==> config.mk <==
export PLATFORM = sky130hd
export DESIGN_NAME = lieat_ifu_fetchq_flat
export DESIGN_NICKNAME = d
export VERILOG_FILES = /design/src/rtl/lieat_ifu_fetchq_if.sv /design/src/rtl/lieat_ifu_fetchq.sv /design/src/flat_wrapper.sv
export SDC_FILE = /design/constraint.sdc
export NUM_CORES = 1
export LEC_CHECK = 0
export CAP_MARGIN = 20
export CORE_MARGIN = 2
export CORE_UTILIZATION = 55
export CTS_CLUSTER_DIAMETER = 40
export DETAILED_ROUTE_END_ITERATION = 8
export DONT_BUFFER_PORTS = 1
export HOLD_SLACK_MARGIN = 0.08
export PLACE_DENSITY_LB_ADDON = 0.25
export REMOVE_ABC_BUFFERS = 1
export SLEW_MARGIN = 10
export SYNTH_ARGS = -nofsm -noshare
export SYNTH_HDL_FRONTEND = slang
export SYNTH_SLANG_ARGS = --single-unit
==> constraint.sdc <==
create_clock -name clk -period 46.3 [get_ports clk]
set_input_delay 11.575 -clock clk [delete_from_list [all_inputs] [get_ports clk]]
set_output_delay 11.575 -clock clk [all_outputs]
set_load 0.02 [all_outputs]
==> src/rtl/lieat_ifu_fetchq_if.sv <==
// lieat_ifu_fetchq_if: icache request/response, IDU output, and redirect signals for the fetch queue
interface lieat_ifu_fetchq_if #(
  parameter int XLEN  = 32,
  parameter int DEPTH = 4
);
  logic                    req_valid;
  logic                    req_ready;
  logic [XLEN-1:0]         req_pc;
  logic                    rsp_valid;
  logic                    rsp_ready;
  logic [XLEN-1:0]         rsp_inst;
  logic                    out_valid;
  logic                    out_ready;
  logic [XLEN-1:0]         out_pc;
  logic [XLEN-1:0]         out_inst;
  logic                    flush;
  logic [XLEN-1:0]         flush_pc;
  logic                    stall;
  logic [$clog2(DEPTH):0]  occupancy;
  modport master (
    output req_valid, req_pc, rsp_ready, out_valid, out_pc, out_inst, occupancy,
    input  req_ready, rsp_valid, rsp_inst, out_ready, flush, flush_pc, stall
  );
  modport slave (
    input  req_valid, req_pc, rsp_ready, out_valid, out_pc, out_inst, occupancy,
    output req_ready, rsp_valid, rsp_inst, out_ready, flush, flush_pc, stall
  );
endinterface

==> src/rtl/lieat_ifu_fetchq.sv <==
// lieat_ifu_fetchq: credit-limited multi-outstanding fetch with kill-counted flush and DEPTH-entry queue.
// Optional same-cycle response bypass to IDU when LIEAT_FETCHQ_BYPASS_EN is defined.
module lieat_ifu_fetchq #(
  parameter int              XLEN   = 32,
  parameter int              DEPTH  = 4,
  parameter logic [XLEN-1:0] RST_PC = 32'h8000_0000
) (
  input logic                clk,
  input logic                rst,
  lieat_ifu_fetchq_if.master bus
);
  localparam int AW = $clog2(DEPTH);
  localparam int CW = AW + 1;
  logic [XLEN-1:0] fetch_pc_q, fetch_pc_d;
  logic [CW-1:0]   inflight_q, inflight_d, kill_q, kill_d;
  logic [CW-1:0]   wr_q, wr_d, rd_q, rd_d, pw_q, pw_d, pr_q, pr_d, occ;
  logic [XLEN-1:0] q_pc [DEPTH];
  logic [XLEN-1:0] q_inst [DEPTH];
  logic [XLEN-1:0] pf_pc [DEPTH];
  logic            kill_z, req_fire, rsp_live, byp, push, pop, stale_rsp;
  assign occ            = wr_q - rd_q;
  assign kill_z         = kill_q == '0;
  assign bus.rsp_ready  = 1'b1;
  assign bus.req_pc     = fetch_pc_q;
  assign bus.occupancy  = occ;
  assign bus.req_valid  = ~rst & ~bus.stall & ~bus.flush
                        & (({1'b0, occ} + {1'b0, inflight_q}) < (CW+1)'(DEPTH))
                        & (({1'b0, inflight_q} + {1'b0, kill_q}) < (CW+1)'(DEPTH));
  assign req_fire       = bus.req_valid & bus.req_ready;
  assign rsp_live       = bus.rsp_valid & kill_z & ~bus.flush;
`ifdef LIEAT_FETCHQ_BYPASS_EN
  assign byp            = rsp_live & (occ == '0) & bus.out_ready;
  assign bus.out_valid  = ~bus.flush & ((occ != '0) | byp);
  assign bus.out_pc     = byp ? pf_pc[pr_q[AW-1:0]] : q_pc[rd_q[AW-1:0]];
  assign bus.out_inst   = byp ? bus.rsp_inst : q_inst[rd_q[AW-1:0]];
`else
  assign byp            = 1'b0;
  assign bus.out_valid  = ~bus.flush & (occ != '0);
  assign bus.out_pc     = q_pc[rd_q[AW-1:0]];
  assign bus.out_inst   = q_inst[rd_q[AW-1:0]];
`endif
  assign push           = rsp_live & ~byp;
  assign pop            = bus.out_valid & bus.out_ready & ~byp;
  // a response landing in the flush cycle is stale and consumes one of the transferred credits
  assign stale_rsp      = bus.rsp_valid & ((kill_q != '0) | (inflight_q != '0));
  always_comb begin
    fetch_pc_d = bus.flush ? bus.flush_pc : req_fire ? fetch_pc_q + XLEN'(4) : fetch_pc_q;
    inflight_d = bus.flush ? '0 : inflight_q + CW'(req_fire) - CW'(rsp_live);
    kill_d     = bus.flush ? kill_q + inflight_q - CW'(stale_rsp) : kill_q - CW'(bus.rsp_valid & ~kill_z);
    wr_d       = bus.flush ? '0 : wr_q + CW'(push);
    rd_d       = bus.flush ? '0 : rd_q + CW'(pop);
    pw_d       = bus.flush ? '0 : pw_q + CW'(req_fire);
    pr_d       = bus.flush ? '0 : pr_q + CW'(rsp_live);
  end
  always_ff @(posedge clk or posedge rst)
    if (rst) begin
      fetch_pc_q <= RST_PC;
      inflight_q <= '0;
      kill_q     <= '0;
      wr_q       <= '0;
      rd_q       <= '0;
      pw_q       <= '0;
      pr_q       <= '0;
      for (int i = 0; i < DEPTH; i++) begin
        q_pc[i]   <= '0;
        q_inst[i] <= '0;
        pf_pc[i]  <= '0;
      end
    end else begin
      fetch_pc_q <= fetch_pc_d;
      inflight_q <= inflight_d;
      kill_q     <= kill_d;
      wr_q       <= wr_d;
      rd_q       <= rd_d;
      pw_q       <= pw_d;
      pr_q       <= pr_d;
      if (push) begin
        q_pc[wr_q[AW-1:0]]   <= pf_pc[pr_q[AW-1:0]];
        q_inst[wr_q[AW-1:0]] <= bus.rsp_inst;
      end
      if (req_fire) pf_pc[pw_q[AW-1:0]] <= fetch_pc_q;
    end
endmodule

==> src/flat_wrapper.sv <==
// flat-port wrapper written by rule: the top's interface ports become plain ports
module lieat_ifu_fetchq_flat 
#(
  parameter int              XLEN   = 32,
  parameter int              DEPTH  = 4,
  parameter logic [XLEN-1:0] RST_PC = 32'h8000_0000
)
  (clk, rst, bus_req_valid, bus_req_pc, bus_rsp_ready, bus_out_valid, bus_out_pc, bus_out_inst, bus_occupancy, bus_req_ready, bus_rsp_valid, bus_rsp_inst, bus_out_ready, bus_flush, bus_flush_pc, bus_stall);
  lieat_ifu_fetchq_if #(.XLEN(XLEN), .DEPTH(DEPTH)) bus_i ();
  input logic clk;
  input logic rst;
  output wire logic [$bits(bus_i.req_valid)-1:0] bus_req_valid;
  output wire logic [$bits(bus_i.req_pc)-1:0] bus_req_pc;
  output wire logic [$bits(bus_i.rsp_ready)-1:0] bus_rsp_ready;
  output wire logic [$bits(bus_i.out_valid)-1:0] bus_out_valid;
  output wire logic [$bits(bus_i.out_pc)-1:0] bus_out_pc;
  output wire logic [$bits(bus_i.out_inst)-1:0] bus_out_inst;
  output wire logic [$bits(bus_i.occupancy)-1:0] bus_occupancy;
  input wire logic [$bits(bus_i.req_ready)-1:0] bus_req_ready;
  input wire logic [$bits(bus_i.rsp_valid)-1:0] bus_rsp_valid;
  input wire logic [$bits(bus_i.rsp_inst)-1:0] bus_rsp_inst;
  input wire logic [$bits(bus_i.out_ready)-1:0] bus_out_ready;
  input wire logic [$bits(bus_i.flush)-1:0] bus_flush;
  input wire logic [$bits(bus_i.flush_pc)-1:0] bus_flush_pc;
  input wire logic [$bits(bus_i.stall)-1:0] bus_stall;
  assign bus_req_valid = bus_i.req_valid;
  assign bus_req_pc = bus_i.req_pc;
  assign bus_rsp_ready = bus_i.rsp_ready;
  assign bus_out_valid = bus_i.out_valid;
  assign bus_out_pc = bus_i.out_pc;
  assign bus_out_inst = bus_i.out_inst;
  assign bus_occupancy = bus_i.occupancy;
  assign bus_i.req_ready = bus_req_ready;
  assign bus_i.rsp_valid = bus_rsp_valid;
  assign bus_i.rsp_inst = bus_rsp_inst;
  assign bus_i.out_ready = bus_out_ready;
  assign bus_i.flush = bus_flush;
  assign bus_i.flush_pc = bus_flush_pc;
  assign bus_i.stall = bus_stall;
  lieat_ifu_fetchq #(.XLEN(XLEN), .DEPTH(DEPTH), .RST_PC(RST_PC)) u_core (.clk(clk), .rst(rst), .bus(bus_i));
endmodule
After elaboration in Yosys (flattened, before gate mapping)
Index checks and enable logic that the tools add are counted.
{"block": "totals", "regBits": 434, "input_bits": 71, "out_inout_bits": 102}
{"block": "op_classes", "n_addsub": 13, "magnitude_cmp": 8, "mux": 24, "n_bitwise": 20, "n_reduce_logical": 7}
{"op": "$bwmux W128", "count": 3}
{"op": "$mux W32", "count": 10}
{"op": "$bmux W32 S2", "count": 3}
{"op": "$demux W32 S2", "count": 2}
{"op": "$add A32 B3 Y32 const B", "count": 1}
{"op": "$mux W3", "count": 6}
{"op": "$add A3 B1 Y3", "count": 5}
{"op": "$ge A3 B3 Y1 const B", "count": 4}
{"op": "$not A2 Y3", "count": 4}
{"op": "$and A1 B1 Y1", "count": 10}
{"op": "$reduce_bool A3 Y1", "count": 3}
{"op": "$add A3 B3 Y4", "count": 2}
{"op": "$lt A4 B3 Y1 const B", "count": 2}
{"op": "$lt A3 B1 Y1 const B", "count": 2}
{"op": "$sub A3 B1 Y3", "count": 2}
{"op": "$sub A3 B3 Y3", "count": 2}
{"op": "$add A3 B3 Y3", "count": 1}
{"op": "$and A1 B3 Y3", "count": 1}
{"op": "$logic_not A3 Y1", "count": 1}
{"op": "$not A1 Y1", "count": 3}
{"op": "$not A1 Y3", "count": 1}
{"op": "$logic_and A1 B1 Y1", "count": 2}
{"op": "$reduce_bool A2 Y1", "count": 1}
{"op": "$or A1 B1 Y1", "count": 1}

Logic depth before layout (Yosys ltp)
Gate-level depths: netlist of the first run.
{"block": "depth", "word_depth": 9, "ltp_mapped": 16, "ltp_nobuf": 16}

Least setup slack after synthesis of the first run
OpenSTA, ideal clock, no wires.
{"block": "synth_path", "path_type": "input -> output", "start": "input port bus_flush", "end": "output port bus_req_valid", "arrival_time_ns": 12.583, "required_ns": 34.725, "slack_ns": 22.142, "cell_stages": 3, "path_cell_list": "nor4_1 > nand2_1 > nor3_1"}
{"block": "synth_between", "elab_chain_len": 4}
{"element": "from (decl)", "line": "flat_wrapper.sv:23", "source": "input wire logic [$bits(bus_i.flush)-1:0] bus_flush;"}
{"element": "$not A1 Y1", "line": "lieat_ifu_fetchq.sv:26", "source": "assign bus.req_valid = ~rst & ~bus.stall & ~bus.flush"}
{"element": "$and A1 B1 Y1", "line": "lieat_ifu_fetchq.sv:26"}
{"element": "$and A1 B1 Y1", "line": "lieat_ifu_fetchq.sv:27", "source": "& (({1'b0, occ} + {1'b0, inflight_q}) < (CW+1)'(DEPTH))"}
{"element": "$and A1 B1 Y1", "line": "lieat_ifu_fetchq.sv:28", "source": "& (({1'b0, inflight_q} + {1'b0, kill_q}) < (CW+1)'(DEPTH));"}
{"element": "to (decl)", "line": "flat_wrapper.sv:12", "source": "output wire logic [$bits(bus_i.req_valid)-1:0] bus_req_valid;"}
No other way between the ends.

Worst setup path after layout of the first run
Ends and elaborated chain as after synthesis.

==> results of run 1 <==
-- path summary, 6_finish.rpt --
path	startpoint	endpoint	slack (ns)	cells after the start
worst min-delay path	u_core.q_pc[51]$_DFFE_PP0P_	u_core.q_pc[51]$_DFFE_PP0P_	0.50	1
worst max register to register	u_core.rd_q[0]$_DFF_PP0_	u_core.pf_pc[100]$_DFFE_PP0P_	41.50	13
worst max-delay path	bus_flush	bus_req_valid	21.93	3
min in group asynchronous	rst	u_core.bus.req_pc[9]$_DFFE_PP0P_	11.00	1
worst min register to register	u_core.q_pc[51]$_DFFE_PP0P_	u_core.q_pc[51]$_DFFE_PP0P_	0.50	1
max in group asynchronous	rst	u_core.q_inst[121]$_DFFE_PP0P_	33.26	5
-- metrics by stage --
step	setup slack, ns	utilization [%]	power [mW]	cells	hold slack [ns]
3_3_place_gp	22.02	56.5	0.672	1677	0.471
3_5_place_dp	21.97	56.5	0.681	1677	0.472
6_report	21.93	62.6	1.14	1790	0.498
4_1_cts	21.97	62.4	1.15	1784	0.499
5_1_grt	21.80	62.6	1.19	1789	0.501
2_1_floorplan	22.14	-	0.633	1197	0.453
-- state kept, by name, indices dropped and copies added (netlist names) --
name	count
u_core.bus.req_pc	32
u_core.inflight_q	3
u_core.kill_q	3
u_core.pf_pc	128
u_core.pr_q	2
u_core.pw_q	2
u_core.q_inst	128
u_core.q_pc	128
u_core.rd_q	3
u_core.wr_q	3
-- power by group --
group	internal (mW)	switching, mW
clock	0.296	0.171
combinational	0.0959	0.107
sequential	0.428	0.0436
-- cell usage after synthesis (5+ instances only) --
library cell and n:
sky130_fd_sc_hd__a21o_1 11, sky130_fd_sc_hd__a21oi_1 8, sky130_fd_sc_hd__and2_1 10, sky130_fd_sc_hd__buf_1 14, sky130_fd_sc_hd__buf_2 20, sky130_fd_sc_hd__clkbuf_1 52
sky130_fd_sc_hd__dfrtp_1 431, sky130_fd_sc_hd__ha_1 19, sky130_fd_sc_hd__inv_1 24, sky130_fd_sc_hd__mux2_2 384, sky130_fd_sc_hd__mux4_2 96, sky130_fd_sc_hd__nand2_1 35
sky130_fd_sc_hd__nand3_1 26, sky130_fd_sc_hd__nand4_1 9, sky130_fd_sc_hd__nor2_1 14, sky130_fd_sc_hd__nor2b_1 9, sky130_fd_sc_hd__nor3_1 8, sky130_fd_sc_hd__nor4_1 8
sky130_fd_sc_hd__o211ai_1 7, sky130_fd_sc_hd__o21ai_0 15, sky130_fd_sc_hd__o311ai_0 5, sky130_fd_sc_hd__or3_1 9, sky130_fd_sc_hd__or4_1 8, sky130_fd_sc_hd__xnor2_1 8
-- cell families (layout without fill, tap and decap cells) --
kind of cell / after synthesis / count (layout)
AO/OA/AOI/OAI: 72 / 72
flip-flops: 432 / 432
other: 1 / 3
XOR/XNOR: 11 / 11
adder cells (fa/ha/maj): 22 / 22
buffers and inverters: 112 / 154
multiplexers: 484 / 484
AND/OR/NAND/NOR: 151 / 151
-- cell type report --
| class | instances | area share, % |
|---|---|---|
| sequential | 432 | 48.9 |
| multi-input combinational | 741 | 37.6 |
| clock buffer | 75 | 7.41 |
| tap | 461 | 2.61 |
| clock inverter | 32 | 1.91 |
| timing repair buffer | 23 | 1.07 |
| inverter | 24 | 0.441 |
| antenna | 2 | 0.0226 |
-- per-layer routing --
metal / global-route usage [%] / share of wire, % / wire [µm] / vias to the layer above
met5: 0 / 0.070 / 30 / -
met4: 7.57 / 2.3 / 967 / 4
met3: 7.47 / 7.3 / 3140 / 73
met2: 38.1 / 47 / 20300 / 267
met1: 31.9 / 43 / 18400 / 5891
li1: - / - / - / 4808
==> load_flow_metrics.sql, run 1 <==
INSERT INTO impl_metrics (metric_group, metric, value, unit) VALUES
('route', 'detail_route.vias_per_cell', '6.17', ''),
('critical_path', 'cp-end-kind', 'output pin', ''),
('synth', 'synth.top_cell.area_share', '55.2', '%'),
('power_and_ir_drop', 'ir_drop_worst_vdd', '0.0000353', 'V'),
('critical_path', 'worstPathCellList', 'nor4_1, nand2_1, nor3_1', ''),
('route', 'drt_iter0_drc', '515', ''),
('grt', 'largest_net_degree_at_the_start_of_global_routing', '117', ''),
('floorplanning', 'die_x', '192', 'µm'),
('synth', 'yosys-mux-area-fraction', '33.4', '%'),
('placement', 'total_cell_area_at_the_placement_stage', '20000', 'µm²'),
('synth', 'syn_avg_cell_area', '15.2', 'µm²'),
('synth', 'yosysTopAreaCell', 'sky130_fd_sc_hd__dfrtp_1', ''),
('clocking', 'clock_latency', '0.60', 'ns'),
('timing', 'timing.final.crit_period', '24.37', 'ns'),
('status', 'run_status', 'finished clean', ''),
('final_layout', 'commonest_cells_after_routing_fill_and_taps_aside', 'sky130_fd_sc_hd__dfrtp_1 (428), sky130_fd_sc_hd__mux2_2 (384), sky130_fd_sc_hd__mux4_2 (96)', ''),
('timing', 'total_negative_slack_for_setup_checks', '0', 'ns'),
('final_layout', 'post_route_cells_drive_above_1_share', '46.6', '%'),
('route', 'remaining_drc_errors', '0', ''),
('grt', 'initial_antenna_violation_count', '5', ''),
('grt', 'first_global_vias', '11849', ''),
('final_layout', 'num-nets-final', '1374', ''),
('synth', 'synth_compound_area_share', '2.61', '%'),
('synth', 'yosysWarningCount', '0', ''),
('final_layout', 'postLayoutCellArea', '22100', 'µm²'),
('floorplanning', 'die-height', '192', 'µm'),
('synth', 'postSynth.topFlopCell', 'sky130_fd_sc_hd__dfrtp_1', ''),
('synth', 'ys_top_cells_by_area', 'sky130_fd_sc_hd__dfrtp_1 (55%), sky130_fd_sc_hd__mux2_2 (22%), sky130_fd_sc_hd__mux4_2 (11%)', ''),
('timing', 'grt_setup_unrepaired', 'no', ''),
('synth', 'postSynthRegisterBits', '432', ''),
('route', 'drt_wl_total', '42900', 'µm'),
('clocking', 'cts_root_buffer', 'sky130_fd_sc_hd__clkbuf_16', ''),
('final_layout', 'most_common_library_cell_in_the_layout_ignoring_fill_and_taps', 'sky130_fd_sc_hd__dfrtp_1', ''),
('route', 'detail_route.wl_per_cell', '24.0', 'µm'),
('clocking', 'clock_path_buffers', '3', ''),
('timing', 'report.final.slew_viol_count', '0', ''),
('final_layout', 'syn_to_final_growth', '13.3', '%'),
('clocking', 'cts-hold-fix-buffers', '0', ''),
('critical_path', 'critical_path_buf_inv_count', '0', ''),
('route', 'dr.pass1.iters', '4', ''),
('clocking', 'cts_tree', 'done', ''),
('worst_hold_path', 'hold_path_class', 'flop to flop', ''),
('placement', 'buffer_ports.inserted', '0', ''),
('clocking', 'postCtsResizedCells', '0', ''),
('power_and_ir_drop', 'cellPowerDensity', '51.6', 'nW/µm²'),
('timing', 'setup_viol', '0', ''),
('final_layout', 'total_area_of_multi_input_combinational_cells', '8320', 'µm²'),
('placement', 'post-dp-hpwl', '25600', 'µm'),
('synth', 'yosys.area_share.xor_xnor', '0.493', '%'),
('power_and_ir_drop', 'p_leak', '10.4', 'nW'),
('synth', 'area_fraction_in_and_or_nand_and_nor_cells_after_synthesis', '4.26', '%'),
('timing', 'fmaxAchievable', '0.0410', 'GHz'),
('clocking', 'clock_tree.htree_level_count', '2', ''),
('final_layout', 'nFillCells', '2611', ''),
('grt', 'grt_remaining_overflow', '0', ''),
('critical_path', 'cpLargestDelayFamily', 'simple AND/OR/NAND/NOR gates', ''),
('synth', 'mappedNetlistArea', '19500', 'µm²'),
('floorplanning', 'placeableCoreArea', '35300', 'µm²'),
('floorplanning', 'row_count', '69', ''),
('critical_path', 'critical-path-slowest-cell', 'sky130_fd_sc_hd__nor3_1', ''),
('synth', 'synth_top_family_by_area', 'multiplexers', ''),
('timing', 'final.period_utilization', '52.6', '%'),
('floorplanning', 'ioPinCount', '173', ''),
('clocking', 'post_cts_repair_setup_buffers', '0', ''),
('critical_path', 'worst-setup-path-type', 'input port to output pin', ''),
('flow_run', 'maxCapViolCount', '0', ''),
('synth', 'synth-edff-count', '0', ''),
('critical_path', 'crit_required', '34.72', 'ns'),
('critical_path', 'timing.critical_path.from_type', 'input port', ''),
('timing', 'maxSlewHeadroom', '25.7', '%'),
('clocking', 'worst_setup_hold_path_clk_slew', '0.05', 'ns');
(Power assumes the default switching activity.)
==> inputs of run 2 (changes only) <==
- clock period: 46.3 -> 20.9 ns (I/O delays scaled with it)
==> run 2 against run 1 <==
Compared with the run above:
- die area unchanged
- sequential share of layout area up 0.11 points
- combinational power up 120%
- power up 120%
- largest cell class unchanged
- register-to-register slack worse by 26 ns
- non-clock buffer count down 1
- clock skew down 0.0041 ns
==> load_flow_metrics.sql, run 2 (synthesis results as in run 1) <==
INSERT INTO impl_metrics (metric_group, metric, value, unit) VALUES
('floorplanning', 'die_x', '192', 'µm'),
('critical_path', 'cp-end-kind', 'output pin', ''),
('timing', 'final.period_utilization', '55.7', '%'),
('critical_path', 'critical_path_peak_fanout', '58', ''),
('final_layout', 'most_common_library_cell_in_the_layout_ignoring_fill_and_taps', 'sky130_fd_sc_hd__dfrtp_1', ''),
('critical_path', 'crit_required', '15.67', 'ns'),
('critical_path', 'crit_arrival', '6.43', 'ns'),
('placement', 'total_cell_area_at_the_placement_stage', '20000', 'µm²'),
('clocking', 'post_cts_repair_setup_buffers', '0', ''),
('floorplanning', 'row_count', '69', ''),
('clocking', 'cts_root_buffer', 'sky130_fd_sc_hd__clkbuf_16', ''),
('route', 'drt_wl_total', '43300', 'µm'),
('clocking', 'cts.sinks', '432', ''),
('grt', 'largest_net_degree_at_the_start_of_global_routing', '141', ''),
('grt', 'first_global_vias', '11720', ''),
('timing', 'setup_viol', '0', ''),
('timing', 'fin_worst_hold_slack', '0.496', 'ns'),
('final_layout', 'nFillCells', '2623', ''),
('placement', 'post-place-ws', '9.26', 'ns'),
('route', 'dr.pass1.iters', '5', ''),
('floorplanning', 'placeableCoreArea', '35300', 'µm²'),
('clocking', 'clock_latency', '0.60', 'ns'),
('final_layout', 'biggestRegsByFlops', 'u_core.pf_pc (128), u_core.q_inst (128), u_core.q_pc (128)', ''),
('timing', 'timing.final.crit_period', '11.65', 'ns'),
('timing', 'maxSlewHeadroom', '24.8', '%'),
('placement', 'post-dp-hpwl', '26200', 'µm'),
('final_layout', 'postLayoutCellArea', '22100', 'µm²'),
('clocking', 'cts-hold-fix-buffers', '0', ''),
('final_layout', 'utilization', '62.5', '%'),
('status', 'run_status', 'finished clean', ''),
('final_layout', 'num-nets-final', '1372', ''),
('timing', 'fin_skew', '0.0199', 'ns'),
('worst_hold_path', 'hold_path_class', 'flop to flop', ''),
('placement', 'buffer_ports.inserted', '0', ''),
('route', 'detail_route.vias_per_cell', '6.21', ''),
('floorplanning', 'ioPinCount', '173', ''),
('critical_path', 'worst-setup-path-type', 'input port to output pin', ''),
('grt', 'initial_antenna_violation_count', '3', ''),
('flow_run', 'maxCapViolCount', '0', ''),
('placement', 'finalWeightedCongestion', '0.847', ''),
('grt', 'global_route_wire_length_before_repair', '67800', 'µm'),
('timing', 'hold_viol_final', '0', ''),
('floorplanning', 'die-height', '192', 'µm'),
('final_layout', 'post_route_cells_drive_above_1_share', '47.0', '%'),
('final_layout', 'layoutNonFillerInstCount', '1791', ''),
('clocking', 'cts-buffers-inserted', '58', ''),
('critical_path', 'timing.critical_path.from_type', 'input port', ''),
('power_and_ir_drop', 'cellPowerDensity', '114', 'nW/µm²'),
('grt', 'track_usage', '24.2', '%'),
('power_and_ir_drop', 'p_leak', '10.3', 'nW'),
('clocking', 'worst_setup_hold_path_clk_slew', '0.06', 'ns'),
('power_and_ir_drop', 'ir_drop_worst_vdd', '0.0000862', 'V'),
('power_and_ir_drop', 'power', '2.52', 'mW'),
('route', 'drt_iter0_drc', '489', ''),
('floorplanning', 'area_enclosed_by_the_die_boundary', '37000', 'µm²'),
('clocking', 'clock_tree.htree_level_count', '2', ''),
('timing', 'report.final.slew_viol_count', '0', ''),
('route', 'detail_route.wl_per_cell', '24.2', 'µm'),
('timing', 'tightest_slew', '1.13', 'ns'),
('final_layout', 'commonest_cells_after_routing_fill_and_taps_aside', 'sky130_fd_sc_hd__dfrtp_1 (428), sky130_fd_sc_hd__mux2_2 (384), sky130_fd_sc_hd__mux4_2 (96)', ''),
('floorplanning', 'starting_utilization_of_the_core_area', '55.3', '%'),
('route', 'route.antenna.remaining_nets', '0', ''),
('timing', 'fmaxAchievable', '0.0858', 'GHz'),
('clocking', 'postCtsResizedCells', '0', ''),
('timing', 'finalWorstSetupSlack', '9.25', 'ns'),
('clocking', 'clock_path_buffers', '3', ''),
('placement', 'post-place-cells', '1679', ''),
('timing', 'grt_setup_unrepaired', 'no', ''),
('route', 'remaining_drc_errors', '0', ''),
('timing', 'total_negative_slack_for_setup_checks', '0', 'ns'),
('final_layout', 'syn_to_final_growth', '13.0', '%'),
('grt', 'grt_remaining_overflow', '0', ''),
('clocking', 'cts_tree', 'done', ''),
('route', 'via_count', '11126', '');
## run 2: worst paths after layout
check / start / cells after the start / endpoint / slack, ns
max: bus_flush / 3 / bus_req_valid / 9.25
min: u_core.pf_pc[116]$_DFFE_PP0P_ / 1 / u_core.pf_pc[116]$_DFFE_PP0P_ / 0.50
max reg2reg: u_core.rd_q[0]$_DFF_PP0_ / 12 / u_core.pf_pc[21]$_DFFE_PP0P_ / 15.99
min reg2reg: u_core.pf_pc[116]$_DFFE_PP0P_ / 1 / u_core.pf_pc[116]$_DFFE_PP0P_ / 0.50
max in group asynchronous: rst / 5 / u_core.q_inst[55]$_DFFE_PP0P_ / 13.22
min in group asynchronous: rst / 1 / u_core.inflight_q[2]$_DFF_PP0_ / 4.70
## run 2: per-layer routing
metal	part of all wire [%]	track usage (%)
met1	43	32.9
met2	47	37.9
met3	6.9	6.36
met4	2.6	8.60
met5	0.062	0
## run 2: cell type report
class	count	area, µm²	area share [%]
Tap cell	461	577	2.61
Clock buffer	69	1560	7.08
Inverter	24	97.6	0.442
Antenna cell	2	5.00	0.0227
Multi-Input combinational cell	741	8320	37.7
Timing Repair Buffer	22	185	0.839
Clock inverter	40	502	2.27
Sequential cell	432	10800	49.0
## run 2: report_power, final
| group | switching, mW | leakage, nW | total (mW) | internal (mW) |
|---|---|---|---|---|
| combinational | 0.239 | 3.48 | 0.451 | 0.212 |
| sequential | 0.0935 | 5.85 | 1.04 | 0.948 |
| clock | 0.388 | 1.00 | 1.03 | 0.642 |
## run 2: worst max-delay path, stage by stage
cell and delay, ns:
sky130_fd_sc_hd__nor4_1 0.39, sky130_fd_sc_hd__nand2_1 0.23, sky130_fd_sc_hd__nor3_1 0.56
